### config.mk
export PLATFORM = sky130hd
export DESIGN_NAME = writeback_unit
export DESIGN_NICKNAME = d
export VERILOG_FILES = /design/src/rtl/wb_pkg.sv /design/src/rtl/wb_scoreboard.sv /design/src/rtl/writeback_unit.sv
export SDC_FILE = /design/constraint.sdc
export NUM_CORES = 1
export LEC_CHECK = 0
export BUFFER_PORTS_ARGS = -buffer_cell sky130_fd_sc_hd__buf_2
export CAP_MARGIN = 20
export CORE_MARGIN = 3
export CORE_UTILIZATION = 35
export DETAILED_ROUTE_END_ITERATION = 12
export PLACE_DENSITY = 0.65
export SYNTH_ARGS = -nofsm -noshare
export SYNTH_HDL_FRONTEND = slang
export SYNTH_SLANG_ARGS = --single-unit
### constraint.sdc
create_clock -name clk -period 2.7 [get_ports clk]
set_clock_uncertainty 0.15 [all_clocks]
set_input_delay 0.135 -clock clk [delete_from_list [all_inputs] [get_ports clk]]
set_output_delay 0.135 -clock clk [all_outputs]
set_load 0.01 [all_outputs]
### src/rtl/wb_pkg.sv
// Shared definitions for the writeback unit: default sizes, register-index
// type and the load-tracking FSM state encoding.
package wb_pkg;

   localparam int unsigned XLEN_DEF  = 32;
   localparam int unsigned NREGS_DEF = 32;
   localparam int unsigned REG_IDX_W = $clog2(NREGS_DEF);

   typedef logic [REG_IDX_W-1:0] reg_idx_t;

   typedef enum logic [0:0] {
      LD_IDLE = 1'b0,
      LD_WAIT = 1'b1
   } ld_state_e;

endpackage

### src/rtl/wb_scoreboard.sv
// Pending-load scoreboard: one bit per architectural register, marking the
// destination of the outstanding load. x0 is never marked. A set and a clear
// of the same index in one cycle leaves the bit set (new load replaces old).
module wb_scoreboard
   import wb_pkg::*;
#(
   parameter int unsigned NREGS = NREGS_DEF
) (
   input  logic                     clk,
   input  logic                     reset,
   input  logic                     i_set_en,
   input  logic [$clog2(NREGS)-1:0] i_set_idx,
   input  logic                     i_clr_en,
   input  logic [$clog2(NREGS)-1:0] i_clr_idx,
   input  logic [$clog2(NREGS)-1:0] i_rd_idx1,
   input  logic [$clog2(NREGS)-1:0] i_rd_idx2,
   input  logic                     i_waw_en,
   input  logic [$clog2(NREGS)-1:0] i_waw_idx,
   output logic                     o_pend1,
   output logic                     o_pend2,
   output logic                     o_waw_hit
);

   logic [NREGS-1:0] r_pend;
   logic [NREGS-1:0] w_pend_nxt;

   // Clear first, then set, so a same-index set wins over the clear.
   always_comb begin
      w_pend_nxt = r_pend;
      if (i_clr_en)
         w_pend_nxt[i_clr_idx] = 1'b0;
      if (i_set_en && (i_set_idx != '0))
         w_pend_nxt[i_set_idx] = 1'b1;
   end

   // Pending-bit register with synchronous reset.
   always_ff @(posedge clk) begin
      if (reset)
         r_pend <= '0;
      else
         r_pend <= w_pend_nxt;
   end

   assign o_pend1   = (i_rd_idx1 != '0) && r_pend[i_rd_idx1];
   assign o_pend2   = (i_rd_idx2 != '0) && r_pend[i_rd_idx2];
   assign o_waw_hit = i_waw_en && (i_waw_idx != '0) && r_pend[i_waw_idx];

endmodule

### src/rtl/writeback_unit.sv
// Writeback unit: merges the single-cycle ALU result and the load-response
// handshake into one registered register-file write port, tracks the single
// outstanding load and raises decode stall on hazards.
// Optional feature macro: WB_FORWARD_EN (adds write-port forwarding outputs
// that replace the stall for an in-flight write match).
module writeback_unit
   import wb_pkg::*;
#(
   parameter int unsigned XLEN  = XLEN_DEF,
   parameter int unsigned NREGS = NREGS_DEF
) (
   input  logic                     clk,
   input  logic                     reset,
   input  logic                     alu_valid,
   input  logic [$clog2(NREGS)-1:0] alu_rd,
   input  logic [XLEN-1:0]          alu_data,
   input  logic                     ld_issue,
   input  logic [$clog2(NREGS)-1:0] ld_issue_rd,
   input  logic                     ld_valid,
   output logic                     ld_ready,
   input  logic [XLEN-1:0]          ld_data,
   input  logic [$clog2(NREGS)-1:0] rs1,
   input  logic [$clog2(NREGS)-1:0] rs2,
   output logic                     stall,
   output logic                     ld_busy,
   output logic                     ld_spurious,
   output logic                     rf_we,
   output logic [$clog2(NREGS)-1:0] rf_waddr,
   output logic [XLEN-1:0]          rf_wdata
`ifdef WB_FORWARD_EN
   ,
   output logic                     fwd1_hit,
   output logic                     fwd2_hit,
   output logic [XLEN-1:0]          fwd_data
`endif
);

   localparam int unsigned IW = $clog2(NREGS);

   ld_state_e         r_state;
   ld_state_e         w_state_nxt;
   logic [IW-1:0]     r_ld_rd;
   logic              r_spurious;
   logic              r_we;
   logic [IW-1:0]     r_waddr;
   logic [XLEN-1:0]   r_wdata;

   logic              w_ld_acc;
   logic              w_ld_take;
   logic              w_issue_take;
   logic              w_pend1;
   logic              w_pend2;
   logic              w_waw;
   logic              w_m1;
   logic              w_m2;

   assign ld_ready  = !alu_valid;
   assign w_ld_acc  = ld_valid && ld_ready;
   assign w_ld_take = w_ld_acc && (r_state == LD_WAIT);

   // Load FSM next state; an issue is only taken from IDLE or alongside an
   // accepted response, otherwise it is dropped.
   always_comb begin
      w_state_nxt  = r_state;
      w_issue_take = 1'b0;
      unique case (r_state)
         LD_IDLE: begin
            if (ld_issue) begin
               w_state_nxt  = LD_WAIT;
               w_issue_take = 1'b1;
            end
         end
         LD_WAIT: begin
            if (w_ld_acc) begin
               if (ld_issue) begin
                  w_state_nxt  = LD_WAIT;
                  w_issue_take = 1'b1;
               end else begin
                  w_state_nxt  = LD_IDLE;
               end
            end
         end
         default: w_state_nxt = LD_IDLE;
      endcase
   end

   // Load FSM state and latched load destination.
   always_ff @(posedge clk) begin
      if (reset) begin
         r_state <= LD_IDLE;
         r_ld_rd <= '0;
      end else begin
         r_state <= w_state_nxt;
         if (w_issue_take)
            r_ld_rd <= ld_issue_rd;
      end
   end

   // Registered write port: ALU first, then an accepted load for the latched rd.
   always_ff @(posedge clk) begin
      if (reset) begin
         r_we    <= 1'b0;
         r_waddr <= '0;
         r_wdata <= '0;
      end else if (alu_valid) begin
         r_we    <= (alu_rd != '0);
         r_waddr <= alu_rd;
         r_wdata <= alu_data;
      end else if (w_ld_take) begin
         r_we    <= (r_ld_rd != '0);
         r_waddr <= r_ld_rd;
         r_wdata <= ld_data;
      end else begin
         r_we    <= 1'b0;
      end
   end

   // Sticky flag for a response consumed while no load was outstanding.
   always_ff @(posedge clk) begin
      if (reset)
         r_spurious <= 1'b0;
      else if (w_ld_acc && (r_state == LD_IDLE))
         r_spurious <= 1'b1;
   end

   wb_scoreboard #(
      .NREGS (NREGS)
   ) u_scoreboard (
      .clk       (clk),
      .reset     (reset),
      .i_set_en  (w_issue_take),
      .i_set_idx (ld_issue_rd),
      .i_clr_en  (w_ld_take),
      .i_clr_idx (r_ld_rd),
      .i_rd_idx1 (rs1),
      .i_rd_idx2 (rs2),
      .i_waw_en  (alu_valid),
      .i_waw_idx (alu_rd),
      .o_pend1   (w_pend1),
      .o_pend2   (w_pend2),
      .o_waw_hit (w_waw)
   );

   assign w_m1 = r_we && (rs1 != '0) && (r_waddr == rs1);
   assign w_m2 = r_we && (rs2 != '0) && (r_waddr == rs2);

`ifdef WB_FORWARD_EN
   assign fwd1_hit = w_m1;
   assign fwd2_hit = w_m2;
   assign fwd_data = r_wdata;
   assign stall    = w_pend1 || w_pend2 || w_waw;
`else
   assign stall    = w_pend1 || w_pend2 || w_waw || w_m1 || w_m2;
`endif

   assign ld_busy     = (r_state == LD_WAIT);
   assign ld_spurious = r_spurious;
   assign rf_we       = r_we;
   assign rf_waddr    = r_waddr;
   assign rf_wdata    = r_wdata;

endmodule

==> results of run 1 <==
## kinds of logic after synthesis
logic type                Yosys count  synth area share (%)
AOI/OAI and AO/OA                 130                 19.71
xor gates and xnor gates           10                 2.091
buffers and inverters              50                 5.048
DFF                                77                 36.80
muxes                              33                 15.02
and+or+nand+nor                   206                 21.33
## worst max-delay path: cells and delay by family, from the launching register on
family	cells	cell delay [ps]
mux	2	980
flops	1	330
buf+inv	1	150
simple gates	3	500
## Yosys cell counts, drive strengths merged, types with 3 or more instances
| master | n | area [µm²] |
|---|---|---|
| mux2i | 9 | 90.09 |
| nor3 | 5 | 25.02 |
| nand2b | 5 | 31.28 |
| nand3 | 12 | 60.06 |
| buf | 11 | 45.04 |
| and3 | 3 | 18.77 |
| xor2 | 10 | 87.58 |
| a21oi | 42 | 210.2 |
| mux4 | 22 | 516.8 |
| a311oi | 37 | 324.1 |
| nand3b | 5 | 37.54 |
| or3b | 3 | 26.28 |
| dfxtp | 77 | 1541 |
| nor2b | 4 | 25.02 |
| nor2 | 48 | 180.2 |
| nand2 | 109 | 409.1 |
| o211ai | 4 | 30.03 |
| o21ai | 36 | 180.2 |
| clkbuf | 32 | 140.1 |
| inv | 7 | 26.28 |
| nor4 | 4 | 25.02 |
## how the worst max path moves through the flow
stage / to / slack (ps) / depth (start not counted)
after CTS: rf_wdata[8] / 60 / 7
after detailed placement: stall / 330 / 7
after global placement: stall / 340 / 7
after global routing: stall / 4 / 6
after floorplan: stall / 650 / 5
final: stall / 120 / 6
## what timing repair did
action,in CTS,in global routing
hold buffers,73,0
endpoints found under the setup margin,0,28
endpoints found under the hold margin,44,0
resized for setup,0,1
## registers in the layout (all words and copies together) (netlist names)
signal,cells
rf_wdata,32
u_scoreboard.r_pend,32
r_ld_rd,5
rf_waddr,5
ld_busy,1
ld_spurious,1
rf_we,1
## metal layers
layer	track usage, %	share of wire [%]	vias to the layer above
li1	-	-	2186
met1	27.83	45	2213
met2	33.33	48	167
met3	3.684	5.8	18
met4	5.634	1.4	0
met5	0	0	-
## layout make-up
class,instances,share of cell area [%]
tap,143,3.020
clock buffer,11,4.097
sequential,77,26.02
inverter,7,0.4435
multi-input combinational,379,41.14
timing repair buffer,209,24.29
clock inverter,5,0.9926
## through the flow
step	setup slack [ps]	total power (µW)
floorplan	654.8	1481
global placement	344.9	1646
detailed placement	327.0	1657
CTS	63.12	2976
global route	3.655	3093
finish	116.0	2963
## where the power goes
| part | switching [µW] | leakage [µW] | total [µW] | internal, µW |
|---|---|---|---|---|
| Sequential | 47.8 | 0.000632 | 1240 | 1190 |
| Combinational | 246 | 0.00167 | 496 | 250 |
| Clock | 487 | 0.000142 | 1230 | 743 |
==> impl_metrics.ini, run 1 <==
[status]
run_status = complete, no violations

[clocking]
clock_tree.root_cell = sky130_fd_sc_hd__clkbuf_16
cts_inserted_buffers = 9
clkSinkCount = 77
cts.clk_slew.worst_paths_ps = 60
cts_max_level = 3
clock_insertion_delay_worst_skew_ps = 330
cts_tree = done
post_cts_setup_buffer_count = 0
clock_path_buffers = 2

[detailed_routing]
detailroute.via_count = 4584
drt-total-wl_um = 13910
wl_per_cell_um = 16.74
detail_route.iter0.violations = 389
drt_drc_violations_left = 0
postRouteAntennaNets = 0
number_of_iterations_in_the_first_detailed_routing_pass = 5
post_drt_via_cell_ratio = 5.516

[yosys]
synth_flop_cell = sky130_fd_sc_hd__dfxtp_1
seq_area_frac_synth_pct = 36.80
synth.distinct_cells = 44
post_synth_design_cell_area_um2 = 4189
async_reset_ff_share_pct = 0
post_synth.cell_area_avg_um2 = 8.279
synth_edf_count = 0
synth_nets = 595
post_synth_inst_count = 506
ys_seq_elements = 77
yosysWarnings = 0

[critical_path]
worst_r2r_startpoint = ld_busy
crit_path_slowest_cell = sky130_fd_sc_hd__mux4_1
ff2ff_setup_slack_ps = 300
arrival_ps = 2300
crit_type = reg2out
worstSetupEndpointType = output port
worst_setup_path_startpoint = u_scoreboard.r_pend[25]
startpoint_type = register
timing.rr.end = rf_wdata[13]
endpoint_required_time_on_the_critical_path_ps = 2410
critical-path-max-stage-delay_ps = 510
worst-path-max-fanout = 4
reg2regPathDepth = 5
path_cells = mux4_1 -> mux4_2 -> nand2_1 -> nand4_1 -> or3b_1 -> buf_2

[grt]
grt_overflow_total = 0
first_global_vias = 4409
antenna_violations_before_repair = 0
grt_pass1_wl_um = 21870
gr-usage-all-layers_pct = 20.42
grt_start_max_net_pins = 75

[pwr]
power_density_nw_per_um2 = 500.1
vdd_ir_drop_max_v = 0.0002644
leakage_uw = 0.002449

[timing]
setup_violations = 0
worstMarginPinSlew_ps = 717.5
finalWorstPathRequiredPeriod_ps = 2584
fin_crit_sh_pct = 95.70
timing_max_transition_violations_final = 0
timing.setup.tns_ps = 0
finalHoldWorstSlack_ps = 8.698
unrepaired_setup_endpoints_after_global_routing = no
finalHoldViolCount = 0
maximum_clock_frequency_ghz = 0.3870
timing.slew.headroom_pct = 52.17

[floorplan]
floorplan.die_area_um2 = 13320
die_w_um = 115.4
fp.dieH_um = 115.4
initial_utilization_pct = 36.22
total_core_area_um2 = 11560
fp-row-count = 39
ios = 131

[finish]
design_area_um2 = 5924
layout.core_utilization_pct = 51.23
layout.cells.most_common = sky130_fd_sc_hd__buf_2
design.final.nets = 772
syn_to_final_growth_pct = 41.43
multi_input_area_um2 = 2437
finish.cell_count_without_fillers = 831
top_library_cells_by_usage_in_the_layout_fill_and_taps_aside = 130 x sky130_fd_sc_hd__buf_2, 109 x sky130_fd_sc_hd__nand2_1, 77 x sky130_fd_sc_hd__dfxtp_1, 73 x sky130_fd_sc_hd__dlygate4sd3_1, 48 x sky130_fd_sc_hd__nor2_1
diodes = 0
seq_area_um2 = 1541
fillerInstances = 1090
drive_gt1_share_pct = 25.44

[placement]
dp_hpwl_um = 9476
placed_cell_area_um2 = 4891
placedCellCount = 742
port_buffers = 130
globalplace.congestion = 0.8718

[worst_hold_path]
worstHoldPathCells = 4
timing.hold.worst.start = ld_valid
worstHoldEndpoint = ld_busy
hold_path_class = in2reg

[job]
maxCapViolations = 0
Power figures use the tool's default switching activity.
==> run 2, diff against run 1 <==
--- a/config.mk
+++ b/config.mk
@@ -6,10 +6,10 @@
 export NUM_CORES = 1
 export LEC_CHECK = 0
 export BUFFER_PORTS_ARGS = -buffer_cell sky130_fd_sc_hd__buf_2
-export CAP_MARGIN = 20
 export CORE_MARGIN = 3
 export CORE_UTILIZATION = 35
 export DETAILED_ROUTE_END_ITERATION = 12
+export HOLD_SLACK_MARGIN = 0.02
 export PLACE_DENSITY = 0.65
 export SYNTH_ARGS = -nofsm -noshare
 export SYNTH_HDL_FRONTEND = slang
==> run 2 against run 1 <==
Against the previous run: setup slack gained 0.69 ps; combinational power is essentially flat; critical path type unchanged; utilization grew 0.087 points.
==> impl_metrics.ini, run 2 (synthesized netlist as in run 1, its figures left out) <==
[status]
run_status = complete, no violations

[timing]
fin_crit_sh_pct = 95.68
timing.slew.headroom_pct = 51.32
finalHoldWorstSlack_ps = 23.25
maximum_clock_frequency_ghz = 0.3871
unrepaired_setup_endpoints_after_global_routing = no
timing.setup.tns_ps = 0
finalWorstPathRequiredPeriod_ps = 2583
post-route-worst-setup-slack_ps = 116.7
finalHoldViolCount = 0
worstMarginPinSlew_ps = 730.1
setup_violations = 0
timing_max_transition_violations_final = 0

[critical_path]
worstSetupEndpointType = output port
worst-path-stages = 6
critical-path-max-stage-delay_ps = 510
critical_path_buf_inv_count = 1
endpoint_required_time_on_the_critical_path_ps = 2410
worst_path_dominant_cell_family = multiplexers
crit_type = reg2out
worst-path-max-fanout = 4
startpoint_type = register
path_cells = mux4_1 -> mux4_2 -> nand2_1 -> nand4_1 -> or3b_1 -> buf_2
crit_path_slowest_cell = sky130_fd_sc_hd__mux4_1
arrival_ps = 2300
reg2regPathDepth = 5

[finish]
syn_to_final_growth_pct = 41.67
multi_input_area_um2 = 2437
fillerInstances = 1089
diodes = 0
drive_gt1_share_pct = 25.40
layout.core_utilization_pct = 51.31
finish.cell_count_without_fillers = 832
layout.cells.most_common = sky130_fd_sc_hd__buf_2
top_library_cells_by_usage_in_the_layout_fill_and_taps_aside = 130 x sky130_fd_sc_hd__buf_2, 109 x sky130_fd_sc_hd__nand2_1, 77 x sky130_fd_sc_hd__dfxtp_1, 74 x sky130_fd_sc_hd__dlygate4sd3_1, 48 x sky130_fd_sc_hd__nor2_1
design.final.nets = 773
seq_area_um2 = 1541

[placement]
placedCellCount = 742
preCtsSetupSlack_ps = 327.0
dp_hpwl_um = 9476
globalplace.congestion = 0.8718
port_buffers = 130

[job]
maxCapViolations = 0

[pwr]
leakage_uw = 0.002454
vdd_ir_drop_max_v = 0.0002643
power_density_nw_per_um2 = 499.3

[grt]
grt_start_max_net_pins = 75
antenna_violations_before_repair = 0
first_global_vias = 4418
grt_overflow_total = 0
gr-usage-all-layers_pct = 20.44
grt_pass1_wl_um = 21900

[detailed_routing]
detail_route.iter0.violations = 366
drt-total-wl_um = 13930
wl_per_cell_um = 16.74
post_drt_via_cell_ratio = 5.541
drt_drc_violations_left = 0
detailroute.via_count = 4610
postRouteAntennaNets = 0
number_of_iterations_in_the_first_detailed_routing_pass = 6

[floorplan]
die_w_um = 115.4
fp.dieH_um = 115.4
ios = 131
floorplan.die_area_um2 = 13320
total_core_area_um2 = 11560
fp-row-count = 39
initial_utilization_pct = 36.22

[clocking]
cts_inserted_buffers = 9
cts_max_level = 3
clock_insertion_delay_worst_skew_ps = 330
clock_tree.root_cell = sky130_fd_sc_hd__clkbuf_16
post_cts_setup_buffer_count = 0
clock_path_buffers = 2
clkSinkCount = 77
cts.clk_slew.worst_paths_ps = 60
cts_tree = done

[worst_hold_path]
hold_path_class = in2reg
worstHoldPathCells = 4
==> run 2: cell type report <==
| class | instances | share of cell area (%) |
|---|---|---|
| clock buffers | 11 | 4.090 |
| clock inverters | 5 | 0.9909 |
| inverters | 7 | 0.4428 |
| multi-input cells | 379 | 41.07 |
| flip-flops and latches | 77 | 25.98 |
| well taps | 143 | 3.015 |
| repair buffers | 210 | 24.41 |
==> run 2: worst min-delay path: stages <==
cell	delay (ps)
sky130_fd_sc_hd__buf_2	150
sky130_fd_sc_hd__nor2_1	60
sky130_fd_sc_hd__nand2_1	50
sky130_fd_sc_hd__a21oi_1	50
==> run 2: metal layers <==
| metal | vias up | routed length [µm] | global-route usage (%) |
|---|---|---|---|
| met3 | 16 | 821 | 3.684 |
| met1 | 2224 | 6134 | 27.83 |
| met5 | - | 0 | 0 |
| met2 | 181 | 6780 | 33.41 |
| met4 | 0 | 190 | 5.634 |
| li1 | 2189 | - | - |
==> run 2: report_power, final <==
group | internal [µW] | leakage (µW) | switching [µW]
logic | 251 | 0.00168 | 246
clock network | 743 | 0.000142 | 485
registers | 1190 | 0.000632 | 48.3
total | 2180 | 0.00245 | 779
==> run 2: what timing repair did <==
item | in CTS | in global routing
endpoints found under the setup margin | 0 | 28
hold buffers | 74 | 0
gates resized for setup | 0 | 1
endpoints found under the hold margin | 45 | 0
==> run 2: path summary, 6_finish.rpt <==
kind,endpoint,slack [ps],startpoint
max,stall,120,u_scoreboard.r_pend[25]
min,u_scoreboard.r_pend[8],20,ld_issue_rd[2]
max reg2reg,rf_wdata[13],300,ld_busy
min reg2reg,ld_spurious,360,ld_spurious
==> run 2: through the flow <==
step | total power, µW | area [µm²]
after floorplan | 1481 | 4189
after detailed placement | 1657 | 4891
after global routing | 3095 | 5934
after CTS | 2978 | 5933
final | 2963 | 5934
after global placement | 1646 | 4891
==> run 3, diff against run 2 <==
--- a/config.mk
+++ b/config.mk
@@ -10,6 +10,7 @@
 export CORE_UTILIZATION = 35
 export DETAILED_ROUTE_END_ITERATION = 12
 export HOLD_SLACK_MARGIN = 0.02
+export MAX_ROUTING_LAYER = met4
 export PLACE_DENSITY = 0.65
 export SYNTH_ARGS = -nofsm -noshare
 export SYNTH_HDL_FRONTEND = slang
==> run 3 against run 2 <==
Against the previous run: register-to-register slack better by 70 ps; design area is 0.34% higher; total power is 2.7% higher; critical path depth stayed put.
==> impl_metrics.ini, run 3 (synthesized netlist as in run 1, its figures left out) <==
[timing]
timing.setup.tns_ps = 0
worstMarginPinSlew_ps = 718.9
timing.slew.headroom_pct = 52.07
finalWorstPathRequiredPeriod_ps = 2579
finalHoldViolCount = 0
post-route-worst-setup-slack_ps = 121.4
fin_crit_sh_pct = 95.50
timing_max_transition_violations_final = 0
maximum_clock_frequency_ghz = 0.3878
setup_violations = 0
unrepaired_setup_endpoints_after_global_routing = no

[floorplan]
fp.dieH_um = 115.4
floorplan.die_area_um2 = 13320
die_w_um = 115.4
fp-row-count = 39
initial_utilization_pct = 36.22
total_core_area_um2 = 11560
ios = 131

[critical_path]
worst-path-max-fanout = 4
worstSetupEndpointType = output port
crit_type = reg2out
startpoint_type = register
arrival_ps = 2290
endpoint_required_time_on_the_critical_path_ps = 2410

[grt]
grt_start_max_net_pins = 75
grt_pass1_wl_um = 22110
antenna_violations_before_repair = 0
grt_overflow_total = 0
gr-usage-all-layers_pct = 21.29
first_global_vias = 4512

[pwr]
clock_power_share_pct = 42.9
netSwitchingFraction_pct = 25.31
p_switching_uw = 770.4
seq_power_share_pct = 40.6
p_int_uw = 2273
leakage_uw = 0.002464
power.share.combinational_pct = 16.4
vdd_ir_drop_max_v = 0.0003174
p_total_uw = 3043
power_density_nw_per_um2 = 511.1

[detailed_routing]
detail_route.iter0.violations = 371
drt-total-wl_um = 14050
number_of_iterations_in_the_first_detailed_routing_pass = 5
post_drt_via_cell_ratio = 5.579
wl_per_cell_um = 16.89
postRouteAntennaNets = 0
detailroute.via_count = 4642
drt_drc_violations_left = 0

[finish]
design.final.nets = 774
layout.core_utilization_pct = 51.49
drive_gt1_share_pct = 25.54
top_library_cells_by_usage_in_the_layout_fill_and_taps_aside = 130 x sky130_fd_sc_hd__buf_2, 109 x sky130_fd_sc_hd__nand2_1, 77 x sky130_fd_sc_hd__dfxtp_1, 74 x sky130_fd_sc_hd__dlygate4sd3_1, 48 x sky130_fd_sc_hd__nor2_1
syn_to_final_growth_pct = 42.14
layout.cells.most_common = sky130_fd_sc_hd__buf_2
diodes = 0

[worst_hold_path]
hold_path_class = in2reg

[placement]
port_buffers = 130
dp_hpwl_um = 9564
globalplace.congestion = 0.8826
preCtsSetupSlack_ps = 340.2

[clocking]
clock_tree.root_cell = sky130_fd_sc_hd__clkbuf_16
post_cts_setup_buffer_count = 0
clock_path_buffers = 2
cts_tree = done
clock_insertion_delay_worst_skew_ps = 330
cts.clk_slew.worst_paths_ps = 60
clkSinkCount = 77
cts_max_level = 3
cts_inserted_buffers = 9

[job]
maxCapViolations = 0

[status]
run_status = complete, no violations
-- run 3: critical path, cell delays in order, from the launching register on --
cell	delay [ps]
sky130_fd_sc_hd__dfxtp_1	330
sky130_fd_sc_hd__mux4_1	510
sky130_fd_sc_hd__mux4_2	480
sky130_fd_sc_hd__nand2_1	80
sky130_fd_sc_hd__nand4_1	70
sky130_fd_sc_hd__or3b_1	360
sky130_fd_sc_hd__buf_2	150
-- run 3: cell type report --
cell class,count,area (µm²)
clock inverters,5,83.83
inverters,7,26.28
well taps,143,178.9
fillers,1084,5610
multi-input cells,379,2437
flip-flops and latches,77,1541
repair buffers,211,1448
clock buffers,10,239.0
-- run 3: timing repair --
| action | 4_1_cts | 5_1_grt |
|---|---|---|
| endpoints found under the hold margin | 45 | 0 |
| resized for setup | 0 | 2 |
| hold buffers | 74 | 0 |
| setup endpoints to repair | 0 | 28 |
-- run 3: through the flow --
stage / cell area, µm² / cells / hold WS, ps
final: 5954 / 832 / 42.51
after global routing: 5954 / 832 / 60.92
after CTS: 5949 / 832 / 35.46
after detailed placement: 4886 / 743 / 256.5
after global placement: 4886 / 743 / 241.1
after floorplan: 4189 / 506 / 102.4
-- run 3: final timing paths --
path / to / start / cells past startpoint / slack, ps
hold / removal: rf_waddr[1] / alu_rd[1] / 3 / 40
setup reg to reg: rf_wdata[8] / ld_busy / 5 / 370
hold reg to reg: u_scoreboard.r_pend[0] / u_scoreboard.r_pend[0] / 1 / 360
setup / recovery: stall / u_scoreboard.r_pend[25] / 6 / 120
-- run 3: routing by layer --
layer | GRT usage, % | vias to the layer above | wire (µm)
met5 | - | - | 0
met4 | 5.947 | 0 | 221
met3 | 4.316 | 26 | 1034
met2 | 33.91 | 205 | 6842
met1 | 27.53 | 2220 | 5951
li1 | - | 2191 | -
-- run 3: power groups by stage --
stage / logic, µW / clock network, µW / registers (µW)
after floorplan: 216 / 0 / 1260
after global placement: 388 / 0 / 1260
after detailed placement: 396 / 0 / 1260
after CTS: 491 / 1330 / 1230
after global routing: 548 / 1380 / 1240
final: 499 / 1310 / 1240
